==> src/rtl/boreal_frame_asm.sv <==
// boreal_frame_asm
// Builds 8-lane frames from channel-tagged ADC samples that arrive in
// round-robin order. Each complete frame goes out on a valid/ready register.
// Channel-order violations are counted and the assembler resynchronises.
// Frames that complete while the output is still occupied are dropped and counted.

module boreal_frame_asm #(
  parameter int DW    = 16,
  parameter int CNT_W = 8
) (
  input  logic              clk,
  input  logic              rst,
  input  logic              in_valid,
  input  logic [2:0]        in_ch,
  input  logic [DW-1:0]     in_data,
  output logic              out_valid,
  input  logic              out_ready,
  output logic [8*DW-1:0]   out_data,
  output logic [7:0]        out_seq,
  output logic              in_sync,
  output logic [CNT_W-1:0]  seq_err_cnt,
  output logic [CNT_W-1:0]  ovf_cnt
);

  typedef enum logic {
    SYNC = 1'b0,
    FILL = 1'b1
  } state_t;

  localparam logic [CNT_W-1:0] CNT_ONE = CNT_W'(1);
  localparam logic [CNT_W-1:0] CNT_MAX = {CNT_W{1'b1}};

  state_t             state_q;
  logic [2:0]         exp_q;
  logic [DW-1:0]      lanes_q [8];
  logic               out_valid_q;
  logic [8*DW-1:0]    out_data_q;
  logic [7:0]         out_seq_q;
  logic [CNT_W-1:0]   seq_err_q;
  logic [CNT_W-1:0]   ovf_q;

  logic               chMatch_d;
  logic               complete_d;
  logic               slotFree_d;
  logic [8*DW-1:0]    frame_d;

  // Decode this cycle's sample and stage the full frame (lane 7 comes straight from the input)
  always_comb begin
    chMatch_d  = (in_ch == exp_q);
    complete_d = in_valid && (state_q == FILL) && chMatch_d && (exp_q == 3'd7);
    slotFree_d = !out_valid_q || out_ready;
    frame_d    = '0;
    for (int k = 0; k < 7; k++) begin
      frame_d[k*DW +: DW] = lanes_q[k];
    end
    frame_d[7*DW +: DW] = in_data;
  end

  // Assembly FSM, error/overflow counters and the output frame register
  always_ff @(posedge clk) begin
    if (rst) begin
      state_q     <= SYNC;
      exp_q       <= 3'd0;
      for (int k = 0; k < 8; k++) begin
        lanes_q[k] <= '0;
      end
      out_valid_q <= 1'b0;
      out_data_q  <= '0;
      out_seq_q   <= 8'd0;
      seq_err_q   <= '0;
      ovf_q       <= '0;
    end else begin
      case (state_q)
        SYNC: begin
          if (in_valid && (in_ch == 3'd0)) begin
            lanes_q[0] <= in_data;
            exp_q      <= 3'd1;
            state_q    <= FILL;
          end
        end
        FILL: begin
          if (in_valid) begin
            if (chMatch_d) begin
              lanes_q[exp_q] <= in_data;
              if (exp_q == 3'd7) begin
                exp_q <= 3'd0;
              end else begin
                exp_q <= exp_q + 3'd1;
              end
            end else begin
              if (seq_err_q != CNT_MAX) begin
                seq_err_q <= seq_err_q + CNT_ONE;
              end
              if (in_ch == 3'd0) begin
                lanes_q[0] <= in_data;
                exp_q      <= 3'd1;
              end else begin
                exp_q   <= 3'd0;
                state_q <= SYNC;
              end
            end
          end
        end
        default: begin
          state_q <= SYNC;
          exp_q   <= 3'd0;
        end
      endcase

      if (complete_d) begin
        if (slotFree_d) begin
          out_data_q  <= frame_d;
          out_valid_q <= 1'b1;
          out_seq_q   <= out_seq_q + 8'd1;
        end else if (ovf_q != CNT_MAX) begin
          ovf_q <= ovf_q + CNT_ONE;
        end
      end else if (out_valid_q && out_ready) begin
        out_valid_q <= 1'b0;
      end
    end
  end

  assign out_valid   = out_valid_q;
  assign out_data    = out_data_q;
  assign out_seq     = out_seq_q;
  assign in_sync     = (state_q == FILL);
  assign seq_err_cnt = seq_err_q;
  assign ovf_cnt     = ovf_q;

endmodule

==> config.mk <==
export PLATFORM = sky130hd
export DESIGN_NAME = boreal_frame_asm
export DESIGN_NICKNAME = d
export VERILOG_FILES = /design/src/rtl/boreal_frame_asm.sv
export SDC_FILE = /design/constraint.sdc
export NUM_CORES = 1
export LEC_CHECK = 0
export ABC_CLOCK_PERIOD_IN_PS = 6650
export CAP_MARGIN = 20
export CORE_MARGIN = 1
export CORE_UTILIZATION = 30
export CTS_BUF_LIST = sky130_fd_sc_hd__clkbuf_8
export CTS_CLUSTER_DIAMETER = 80
export DETAILED_ROUTE_END_ITERATION = 10
export DONT_BUFFER_PORTS = 1
export PLACE_DENSITY = 0.45
export SLEW_MARGIN = 15
export SYNTH_ARGS = -nofsm -noshare
export SYNTH_HDL_FRONTEND = slang
export SYNTH_SLANG_ARGS = --single-unit
==> constraint.sdc <==
create_clock -name clk -period 6.65 [get_ports clk]
set_clock_uncertainty 0.1 [all_clocks]
set_input_delay 1.995 -clock clk [delete_from_list [all_inputs] [get_ports clk]]
set_output_delay 1.995 -clock clk [all_outputs]
set_load 0.03 [all_outputs]
Word-level counts from Yosys, hierarchy flattened
Memory sizes are Yosys's and may differ from the RTL's. A register that Yosys moved wholly into a read port is not among the register bits.
Index checks and enable logic that the tools add are counted.
{"block": "op_classes", "n_addsub": 4, "eq_ne": 7, "n_mux": 34, "n_reduce_logical": 15, "bitwise": 5}
{"operator": "16-bit two-way mux", "count": 3}
{"operator": "8-bit by 1-bit adder with 8-bit output (second input constant)", "count": 3}
{"operator": "1-bit two-way mux", "count": 24}
{"operator": "8-bit != test (second input constant)", "count": 2}
{"operator": "16-bit OR reduction", "count": 1}
{"operator": "3-bit two-way mux", "count": 5}
{"operator": "3-bit one-hot mux with 2 select lines", "count": 1}
{"operator": "2-bit AND reduction", "count": 3}
{"operator": "1-bit logical AND", "count": 5}
{"operator": "2-bit != test (second input constant)", "count": 2}
{"operator": "4-bit AND reduction", "count": 1}
{"operator": "3-bit by 1-bit adder with 3-bit output (second input constant)", "count": 1}
{"operator": "3-bit == test", "count": 1}
{"operator": "3-bit == test (second input constant)", "count": 1}
{"operator": "3-bit zero test", "count": 1}
{"operator": "1-bit inverter", "count": 3}
{"operator": "3-bit AND reduction", "count": 1}
{"operator": "2-bit by 1-bit != test with 1-bit output (second input constant)", "count": 1}
{"operator": "1-bit bitwise OR", "count": 2}
{"operator": "1-bit one-hot mux with 2 select lines", "count": 1}
{"operator": "2-bit nonzero test", "count": 1}
{"operator": "1-bit zero test", "count": 1}
{"operator": "1-bit logical OR", "count": 1}
{"block": "totals", "inputBits": 23, "wordCells": 73, "mem_bits_rw": 128, "ff_bits": 157, "mem_count": 1}
{"memory": "lanes_q", "words": 8, "width": 16, "rd": 7, "rd_clocked_by_memory_dff": 7, "write_ports": 8, "line": "35", "source": "logic [DW-1:0] lanes_q [8];"}

Depth between registers and ports, before layout
Gate-level depths: netlist of the first run.
{"block": "depth", "depth_word": 9, "ltp_mapped": 8, "mapped_depth_nobuf": 6}

Worst setup path after synthesis of the first run
Ideal clock, no wire load.
{"block": "synth_timing", "kind": "input to register", "start": "in in_valid", "end": "mem lanes_q[1][0], enable pin", "t_required_ps": 6177, "setup_time_ps": 373, "t_arrival_ps": 3301, "n_path_buf": 1, "cell_stages": 5, "path_slack_ps": 2876, "path_cell_list": "and2_1 > clkbuf_1 > nand4_4 > nor4b_4 > or2_1"}
{"element": "start, declared", "line": "13", "source": "input logic in_valid,"}
{"element": "end, declared", "line": "35"}

==> metrics.md, run 1 <==
| Metric | Value |
|---|---|
| Routability cong. | `0.774` |
| Core area | `34600 sq um` |
| DRT iter0 DRCs | `365` |
| NumNets Final | `1019` |
| GR Overflow Total | `0` |
| Netlist Area Pre-Place | `10600 sq um` |
| DR pass1 iterations | `4` |
| Netlist cell types | `45` |
| Residual DRC | `0` |
| Num Clock Sinks | `269` |
| Layout area overhead | `12.7%` |
| Critical Path RT | `6780 ps` |
| I/O pins | `177` |
| Pre-CTS setup slack | `2260 ps` |
| Area of the die | `36100 sq um` |
| Num rows | `68` |
| Dpl cells | `1391` |
| Pwr dens | `284 nW/um^2` |
| Avg Cell Area, Syn | `10.4 sq um` |
| Cells along the critical path | `xnor2_2, nand4_4, nor4b_4, or2_1` |
| H-tree levels | `2` |
| Max Freq | `269 MHz` |
| Starting Density | `30.6%` |
| Flop pwr share | `51.6%` |
| Global-route wire length before repair | `47700 um` |
| Sw Ratio | `22.2%` |
| Die X | `190 um` |
| Hold-fix buffers, CTS | `0` |
| Syn_nets | `1045` |
| Post-route cell area | `12000 sq um` |
| Most frequent cells in the layout | `157 x dfxtp_1, 155 x a21oi_1, 143 x nand3_1, 136 x o21ai_0, 114 x and2_1` |
| Die Y | `190 um` |
| CTS tree | `done` |
| Vias in the first global route | `7446` |
| Run status | `complete, no violations` |
| Max cap viols | `0` |
| Crit Path Category | `input port to flip-flop` |
| Post-route setup TNS | `0 ps` |
| FFs w/ async S/R, synth | `0%` |
| Post-synth EDFFs | `112` |
| Buffers added on ports | `0` |
| Slew margin rel. | `37.4%` |
| Commonest non-fill, non-tap cell in the layout | `dfxtp_1` |
| Element type at the critical path end | `flip-flop` |
| CTS clock-pin slew for the worst setup and hold paths | `60 ps` |
| Final Power | `3.40 mW` |
| Worst-Skew Late Latency | `600 ps` |
| Max Slew Vio Count | `0` |
| Synth Instances | `1017` |
| Sw Pwr | `755 uW` |
| Area after DPL | `10900 sq um` |
| Combinational share of power | `0.8%` |
| Crit share post-route | `55.8%` |
| Leakage | `3.93 nW` |
| Hold slack final | `417 ps` |
| Post-cts sizing count | `0` |
| Hpwl dp | `17800 um` |
| Number of synthesized register bits | `269` |
| Max stage delay on crit path | `720 ps` |
| Routed WL per cell | `21.5 um` |
| CTS Root Buffer Type | `clkbuf_8` |
| Max VDD drop | `0.146 mV` |
| Slowest-stage cell, CP | `nor4b_4` |
| Hold Violations, Final | `0` |
| Largest net degree at the start of global routing | `170` |
| Final setup fails | `0` |
| Worst-Margin Slew | `933 ps` |
| Total CTS buffers | `52` |
| CP max FO | `17` |
| Final cell count without fillers | `1493` |
| Register area share after synthesis | `61.3%` |
| CP arrival | `3840 ps` |
| Clock Power Share | `47.6%` |
| Crit path launch type | `input port` |
| Internal power | `2.64 mW` |
| Global-route usage over all layers | `17.6%` |
| Share of post-route cells with drive strength above 1 | `9.47%` |
| Routed wire length | `32200 um` |
| Drt via density | `5.14` |
| Synth Warn # | `0` |
| Clock buffer depth | `3` |
| Unrepaired setup endpoints after global routing | `false` |
| Antenna violations before repair | `5` |
| Post-route setup slack | `2940 ps` |
| Final core utilization | `34.5%` |
| Vias | `7667` |
| Final ANT Viol Nets | `0` |
| Hold crit path type | `flip-flop to flip-flop` |
| Fin crit period | `3710 ps` |
| Post CTS Setup Buffer Count | `0` |
| Post-synth top flop | `dfxtp_1` |
## final cells by class
class / count / area (sq um)
well taps: 455 / 569
diodes: 3 / 7.51
clock inverters: 42 / 253
inverters: 4 / 15.0
multi-input cells: 652 / 3730
repair buffers: 12 / 103
clock buffers: 56 / 771
fillers: 3531 / 22700
flip-flops and latches: 269 / 6510
## registers in the layout, indices dropped and copies added (netlist names)
signal	cells
in_sync	1
ovf_cnt	8
out_seq	8
exp_q	3
out_data	128
out_valid	1
lanes_q	112
seq_err_cnt	8
## Yosys cell counts (all sizes together) (7+ instances only)
cell	count	area [sq um]
and2	114	713
o31ai	13	97.6
nand2	8	30.0
o21ai	139	696
clkbuf	71	267
dfxtp	157	3140
edfxtp	112	3360
nor3	7	65.1
a21oi	155	776
nand3	143	716
buf	21	113
or4	13	97.6
## routing by layer
layer	GRT usage (%)	part of all wire, %	vias to the layer above
met5	0	0	-
met4	4.68	1.5	0
met3	5.53	6.8	43
met2	27.1	46	182
met1	23.7	46	3791
li1	-	-	3651
## power groups by stage
stage          sequential (mW)  combinational (mW)  clock (mW)
6_report                  1.75              0.0287        1.62
5_1_grt                   1.75              0.0317        1.74
4_1_cts                   1.75              0.0288        1.67
3_5_place_dp              1.79              0.0288           0
3_3_place_gp              1.79              0.0284           0
2_1_floorplan             1.78              0.0359           0
## logic make-up (layout without fill, tap and decap cells)
kind of cell,Yosys count,in the layout,synth area share (%)
and+or+nand+nor,326,326,18.2
AOI/OAI and AO/OA,314,314,15.4
DFF,269,269,61.3
buffers and inverters,96,114,3.72
muxes,1,1,0.106
other,0,3,0
xor gates and xnor gates,6,6,0.708
adders and majority gates,5,5,0.590
## path summary, 6_finish.rpt
path,start,to,slack (ps),depth (start not counted)
max reg2reg,exp_q[0],out_seq[3],3300,7
max,in_ch[0],lanes_q[1][5],2940,4
min,lanes_q[6][2],out_data[98],420,2
min reg2reg,lanes_q[6][2],out_data[98],420,2
## worst max-delay path: cells and delay by family
| family | cells | cell delay [ps] |
|---|---|---|
| AND/OR/NAND/NOR | 3 | 1610 |
| XOR/XNOR | 1 | 210 |
(Power assumes the default switching activity.)
==> inputs of run 2 (changes only) <==
Settings changed: ABC_CLOCK_PERIOD_IN_PS 6650 to 3050, PLACE_DENSITY 0.45 to 0.46.
Clock period 6.65 ns to 3.05 ns, I/O delays scaled along.
==> metrics.md, run 2 (synthesis results as in run 1) <==
| Metric | Value |
|---|---|
| Run status | `complete, no violations (unchanged)` |
| Final setup fails | `0 (unchanged)` |
| Max Freq | `413 MHz` |
| Sw Pwr | `1.58 mW (was 755 uW)` |
| Post CTS Setup Buffer Count | `0 (unchanged)` |
| CP Buf/Inv Count | `0 (unchanged)` |
| Max VDD drop | `0.294 mV (was 0.146 mV)` |
| Flop pwr share | `53.3% (was 51.6%)` |
| Max Slew Vio Count | `0 (unchanged)` |
| Pwr dens | `594 nW/um^2 (was 284 nW/um^2)` |
| Crit path launch type | `flip-flop (was input port)` |
| Global-route usage over all layers | `17.4% (was 17.6%)` |
| Die X | `190 um (unchanged)` |
| Starting Density | `30.6% (unchanged)` |
| Hold Path End | `seq_err_cnt[1] (was out_data[98])` |
| Sw Ratio | `22.0% (was 22.2%)` |
| Global-route wire length before repair | `47400 um (was 47700 um)` |
| Combinational share of power | `0.9% (was 0.8%)` |
| Num Clock Sinks | `269 (unchanged)` |
| Hold path cells | `1 (was 2)` |
| Hold Crit Start | `rst (was lanes_q[6][2])` |
| Largest register FFs | `128 (unchanged)` |
| Hold Violations, Final | `0 (unchanged)` |
| Residual DRC | `0 (unchanged)` |
| Clock Power Share | `45.7% (was 47.6%)` |
| Routability cong. | `0.734 (was 0.774)` |
| Hold-fix buffers, CTS | `0 (unchanged)` |
| Drt via density | `5.12 (was 5.14)` |
| CP max FO | `16 (was 17)` |
| R2R depth | `4 (was 7)` |
| Max cap viols | `0 (unchanged)` |
| Hold crit path type | `input port to flip-flop (was flip-flop to flip-flop)` |
| Critical Path RT | `3160 ps (was 6780 ps)` |
| CTS clock-pin slew for the worst setup and hold paths | `60 ps (about the same)` |
| Core area | `34600 sq um (unchanged)` |
| Leakage | `4.00 nW (was 3.93 nW)` |
| Routed wire length | `31700 um (was 32200 um)` |
| Top delay family on crit path | `simple AND/OR/NAND/NOR gates (unchanged)` |
| Vias in the first global route | `7400 (was 7446)` |
| Max stage delay on crit path | `620 ps (was 720 ps)` |
| Post-cts sizing count | `0 (unchanged)` |
| Crit share post-route | `79.3%` |
| CTS tree | `done (unchanged)` |
| CTS Root Buffer Type | `clkbuf_8 (unchanged)` |
| Post-route setup TNS | `0 ps (unchanged)` |
| Worst reg2reg path startpoint | `in_sync (was exp_q[0])` |
| NumNets Final | `1028 (was 1019)` |
| Element type at the critical path end | `flip-flop (unchanged)` |
| Routed WL per cell | `21.2 um (was 21.5 um)` |
| Slowest-stage cell, CP | `dfxtp_1 (was nor4b_4)` |
| Clock buffer depth | `3 (unchanged)` |
| Largest net degree at the start of global routing | `170 (unchanged)` |
| Total CTS buffers | `49 (was 52)` |
| Worst-Skew Late Latency | `560 ps (was 600 ps)` |
| Commonest non-fill, non-tap cell in the layout | `dfxtp_1 (unchanged)` |
| Most frequent cells in the layout | `157 x dfxtp_1, 155 x a21oi_1, 143 x nand3_1, 136 x o21ai_0, 114 x and2_1 (unchanged)` |
| Capturing point of the worst reg2reg path | `lanes_q[4][3] (was out_seq[3])` |
| Share of post-route cells with drive strength above 1 | `10.4% (was 9.47%)` |
| Cells along the critical path | `and2_1, nand4_4, nor3_2, or2_2 (was xnor2_2, nand4_4, nor4b_4, or2_1)` |
| CP arrival | `2530 ps (was 3840 ps)` |
| Vias | `7671 (was 7667)` |
| Num rows | `68 (unchanged)` |
| Fin crit period | `2420 ps` |
| Final Power | `7.16 mW (was 3.40 mW)` |
| Die Y | `190 um (unchanged)` |
| Crit Path Category | `flip-flop to flip-flop (was input port to flip-flop)` |
| DRT iter0 DRCs | `511 (was 365)` |
| Filler cell count | `3556 (was 3531)` |
| Area of the die | `36100 sq um (unchanged)` |
| H-tree levels | `2 (unchanged)` |
| Final ANT Viol Nets | `0 (unchanged)` |
| Antenna violations before repair | `7 (was 5)` |
| DR pass1 iterations | `4 (unchanged)` |
| GR Overflow Total | `0 (unchanged)` |
| Worst-Margin Slew | `816 ps (was 933 ps)` |
| Slew margin rel. | `45.2% (was 37.4%)` |
| Layout area overhead | `13.7% (was 12.7%)` |
| Hpwl dp | `18200 um (was 17800 um)` |
| Setup slack, reg-to-reg | `630 ps (was 3300 ps)` |
| Unrepaired setup endpoints after global routing | `false (unchanged)` |
| Buffers added on ports | `0 (unchanged)` |
| Internal power | `5.59 mW (was 2.64 mW)` |
| I/O pins | `177 (unchanged)` |
==> run 2: cell types whose count changed in the layout (fill, tap and decap cells not counted) <==
cell,previous run,this run
clkinv_1,6,3
diode_2,3,4
inv_1,30,28
bufinv_16,3,0
clkinv_2,4,3
buf_12,1,8
clkinvlp_4,3,1
clkbuf_8,56,60
buf_4,11,16
==> run 2: area by class of cell <==
cell class	count	area [sq um]	share of cell area, %
inverters	4	15.0	0.125
diodes	4	10.0	0.0830
clock buffers	60	826	6.85
clock inverters	31	124	1.03
well taps	455	569	4.72
multi-input cells	652	3730	30.9
repair buffers	24	280	2.32
flip-flops and latches	269	6510	54.0
==> run 2: metrics by stage <==
step	utilization (%)	area [sq um]	cells	setup slack [ps]	hold WS (ps)
finish	34.8	12100	1499	631	340
detailed placement	32.1	11100	1404	401	413
CTS	34.8	12000	1495	607	284
global route	34.8	12000	1495	516	285
floorplan	-	10600	1017	356	408
global placement	32.1	11100	1404	431	410
==> run 2: power groups by stage <==
| stage | registers, mW | logic, mW | clock network [mW] |
|---|---|---|---|
| finish | 3.82 | 0.0672 | 3.28 |
| global route | 3.82 | 0.0735 | 3.56 |
| CTS | 3.82 | 0.0689 | 3.39 |
| detailed placement | 3.90 | 0.0687 | 0 |
| global placement | 3.90 | 0.0686 | 0 |
| floorplan | 3.89 | 0.0782 | 0 |
==> run 2: worst max path at each step <==
stage	depth (start not counted)	endpoint	slack (ps)	start
3_3_place_gp	4	lanes_q[4][12]	430	in_valid
3_5_place_dp	4	lanes_q[4][5]	400	in_valid
6_report	4	lanes_q[4][3]	630	in_sync
4_1_cts	4	lanes_q[4][4]	610	in_sync
2_1_floorplan	5	lanes_q[1][0]	360	in_valid
5_1_grt	4	lanes_q[6][4]	520	in_sync
==> run 2: routing by layer <==
metal,GRT usage [%],up-vias,part of all wire [%],wire [um]
met5,0,-,0,0
met4,5.46,0,2.0,624
met3,4.78,48,6.7,2130
met2,28.1,221,48,15100
met1,22.3,3730,44,13800
li1,-,3672,-,-
==> inputs of run 3 (changes only) <==
Settings changed: ABC_CLOCK_PERIOD_IN_PS 3050 to 2450, PLACE_DENSITY 0.46 to 0.45.
Clock period 3.05 ns to 2.45 ns, I/O delays scaled along.
==> metrics.md, run 3 (synthesis results as in run 1) <==
| Metric | Value |
|---|---|
| Num rows | `68 (unchanged)` |
| Post-route setup TNS | `0 ps (unchanged)` |
| Most frequent cells in the layout | `157 x dfxtp_1, 155 x a21oi_1, 143 x nand3_1, 136 x o21ai_0, 114 x and2_1 (unchanged)` |
| Hold-fix buffers, CTS | `0 (unchanged)` |
| Clock buffer depth | `3 (unchanged)` |
| Share of post-route cells with drive strength above 1 | `12.4% (was 10.4%)` |
| Filler cell count | `3518 (was 3556)` |
| CTS Root Buffer Type | `clkbuf_8 (unchanged)` |
| Slowest-stage cell, CP | `dfxtp_1 (unchanged)` |
| Crit path launch type | `flip-flop (unchanged)` |
| Post CTS Setup Buffer Count | `0 (unchanged)` |
| Max VDD drop | `0.381 mV (was 0.294 mV)` |
| CP arrival | `2510 ps (was 2530 ps)` |
| DR pass1 iterations | `4 (unchanged)` |
| Routability cong. | `0.754 (was 0.734)` |
| Leakage | `4.15 nW (was 4.00 nW)` |
| Vias | `7743 (was 7671)` |
| Largest register FFs | `128 (unchanged)` |
| CTS tree | `done (unchanged)` |
| Met1 usage | `24.4% (was 22.3%)` |
| Grt met2 use | `27.6% (was 28.1%)` |
| Final setup fails | `0 (unchanged)` |
| Run status | `complete, no violations (unchanged)` |
| Area of the die | `36100 sq um (unchanged)` |
| Crit share post-route | `88.3% (was 79.3%)` |
| CTS clock-pin slew for the worst setup and hold paths | `60 ps (about the same)` |
| Cells along the critical path | `ha_1, ha_1, and3_1, nand4_1, buf_12, buf_12, buf_4, o21ai_0, a21oi_1 (was and2_1, nand4_4, nor3_2, or2_2)` |
| Worst-Margin Slew | `621 ps (was 816 ps)` |
| Max cap viols | `0 (unchanged)` |
| Drt via density | `5.09 (was 5.12)` |
| Residual DRC | `0 (unchanged)` |
| Total CTS buffers | `49 (unchanged)` |
| Post-cts sizing count | `0 (unchanged)` |
| GR Overflow Total | `0 (unchanged)` |
| GR Layer Usage met3 | `4.80% (was 4.78%)` |
| Crit Path Category | `flip-flop to flip-flop (unchanged)` |
| R2R depth | `9 (was 4)` |
| Layout area overhead | `16.2% (was 13.7%)` |
| Global-route wire length before repair | `48900 um (was 47400 um)` |
| DRT iter0 DRCs | `488 (was 511)` |
| H-tree levels | `2 (unchanged)` |
| NumNets Final | `1052 (was 1028)` |
| GRT busiest layer | `met2 (unchanged)` |
| Vias in the first global route | `7586 (was 7400)` |
| Element type at the critical path end | `flip-flop (unchanged)` |
| Fin crit period | `2160 ps (was 2420 ps)` |
| Die X | `190 um (unchanged)` |
| Slew margin rel. | `58.3% (was 45.2%)` |
| Commonest non-fill, non-tap cell in the layout | `dfxtp_1 (unchanged)` |
| Critical Path RT | `2800 ps (was 3160 ps)` |
| Max stage delay on crit path | `370 ps (was 620 ps)` |
| Routed wire length | `32500 um (was 31700 um)` |
| Dpl cells | `1428 (was 1404)` |
| I/O pins | `177 (unchanged)` |
| Hold Violations, Final | `0 (unchanged)` |
| Crit path depth | `9 (was 4)` |
| Hpwl dp | `19000 um (was 18200 um)` |
| Multi-input logic area | `3730 sq um (about the same)` |
| Core area | `34600 sq um (unchanged)` |
| Max Slew Vio Count | `0 (unchanged)` |
| Sequential Area | `6510 sq um (unchanged)` |
| Num Clock Sinks | `269 (unchanged)` |
| Top delay family on crit path | `buffers and inverters (was simple AND/OR/NAND/NOR gates)` |
| CP Buf/Inv Count | `3 (was 0)` |
| Pre-CTS setup slack | `86.1 ps (was 401 ps)` |
| Routed WL per cell | `21.4 um (was 21.2 um)` |
| Die Y | `190 um (unchanged)` |
| Final ANT Viol Nets | `0 (unchanged)` |
| Starting Density | `30.6% (unchanged)` |
| Pwr dens | `729 nW/um^2 (was 594 nW/um^2)` |
| Antenna violations before repair | `6 (was 7)` |
| Unrepaired setup endpoints after global routing | `false (unchanged)` |
| Hold path cells | `1 (unchanged)` |
| Largest net degree at the start of global routing | `170 (unchanged)` |
| Post-route setup slack | `286 ps (was 631 ps)` |
| Buffers added on ports | `0 (unchanged)` |
| CP max FO | `30 (was 16)` |
| Hold crit path type | `input port to flip-flop (unchanged)` |
| Final cell count without fillers | `1520 (was 1499)` |
| Max Freq | `462 MHz (was 413 MHz)` |
| Post-route cell area | `12300 sq um (was 12100 sq um)` |
| Area after DPL | `11400 sq um (was 11100 sq um)` |
| Global-route usage over all layers | `18.1% (was 17.4%)` |
| Worst-Skew Late Latency | `590 ps (was 560 ps)` |
## run 3: cell count changes in the layout (fill, tap and decap cells not counted)
| cell | previous run | this run |
|---|---|---|
| buf_12 | 8 | 15 |
| buf_4 | 16 | 33 |
| bufinv_16 | 0 | 1 |
| clkbuf_8 | 60 | 58 |
| clkinv_4 | 0 | 1 |
| clkinvlp_4 | 1 | 0 |
| diode_2 | 4 | 3 |
| inv_1 | 28 | 27 |
| or2_1 | 1 | 0 |
| or2_4 | 0 | 1 |
## run 3: power by group
part,switching [mW],internal (mW)
Sequential,0.0252,4.73
Combinational,0.0612,0.0380
Clock,1.89,2.25
## run 3: metrics by stage
| step | hold WS (ps) | power [mW] | util, % |
|---|---|---|---|
| 4_1_cts | 56.3 | 9.14 | 35.6 |
| 6_report | 123 | 8.99 | 35.6 |
| 3_3_place_gp | 410 | 4.95 | 32.8 |
| 2_1_floorplan | 408 | 4.94 | - |
| 5_1_grt | 66.1 | 9.34 | 35.6 |
| 3_5_place_dp | 415 | 4.95 | 32.8 |
## run 3: cell type report
cell class	instances	area share (%)
diodes	3	0.0609
flip-flops and latches	269	52.8
well taps	455	4.62
inverters	4	0.122
multi-input cells	652	30.3
clock inverters	31	1.23
clock buffers	58	6.48
repair buffers	48	4.45
## run 3: worst paths after layout
check                start        endpoint  slack (ps)
max               exp_q[0]    out_data[32]         290
min                    rst  seq_err_cnt[0]         120
min reg2reg  lanes_q[4][8]    out_data[72]         420
max reg2reg       exp_q[0]    out_data[32]         290
## run 3: per-layer routing
metal,vias up,part of all wire [%],routed length (um)
li1,3718,-,-
met1,3772,45,14800
met2,208,46,14900
met3,45,6.7,2160
met4,0,2.0,665
met5,-,0,0
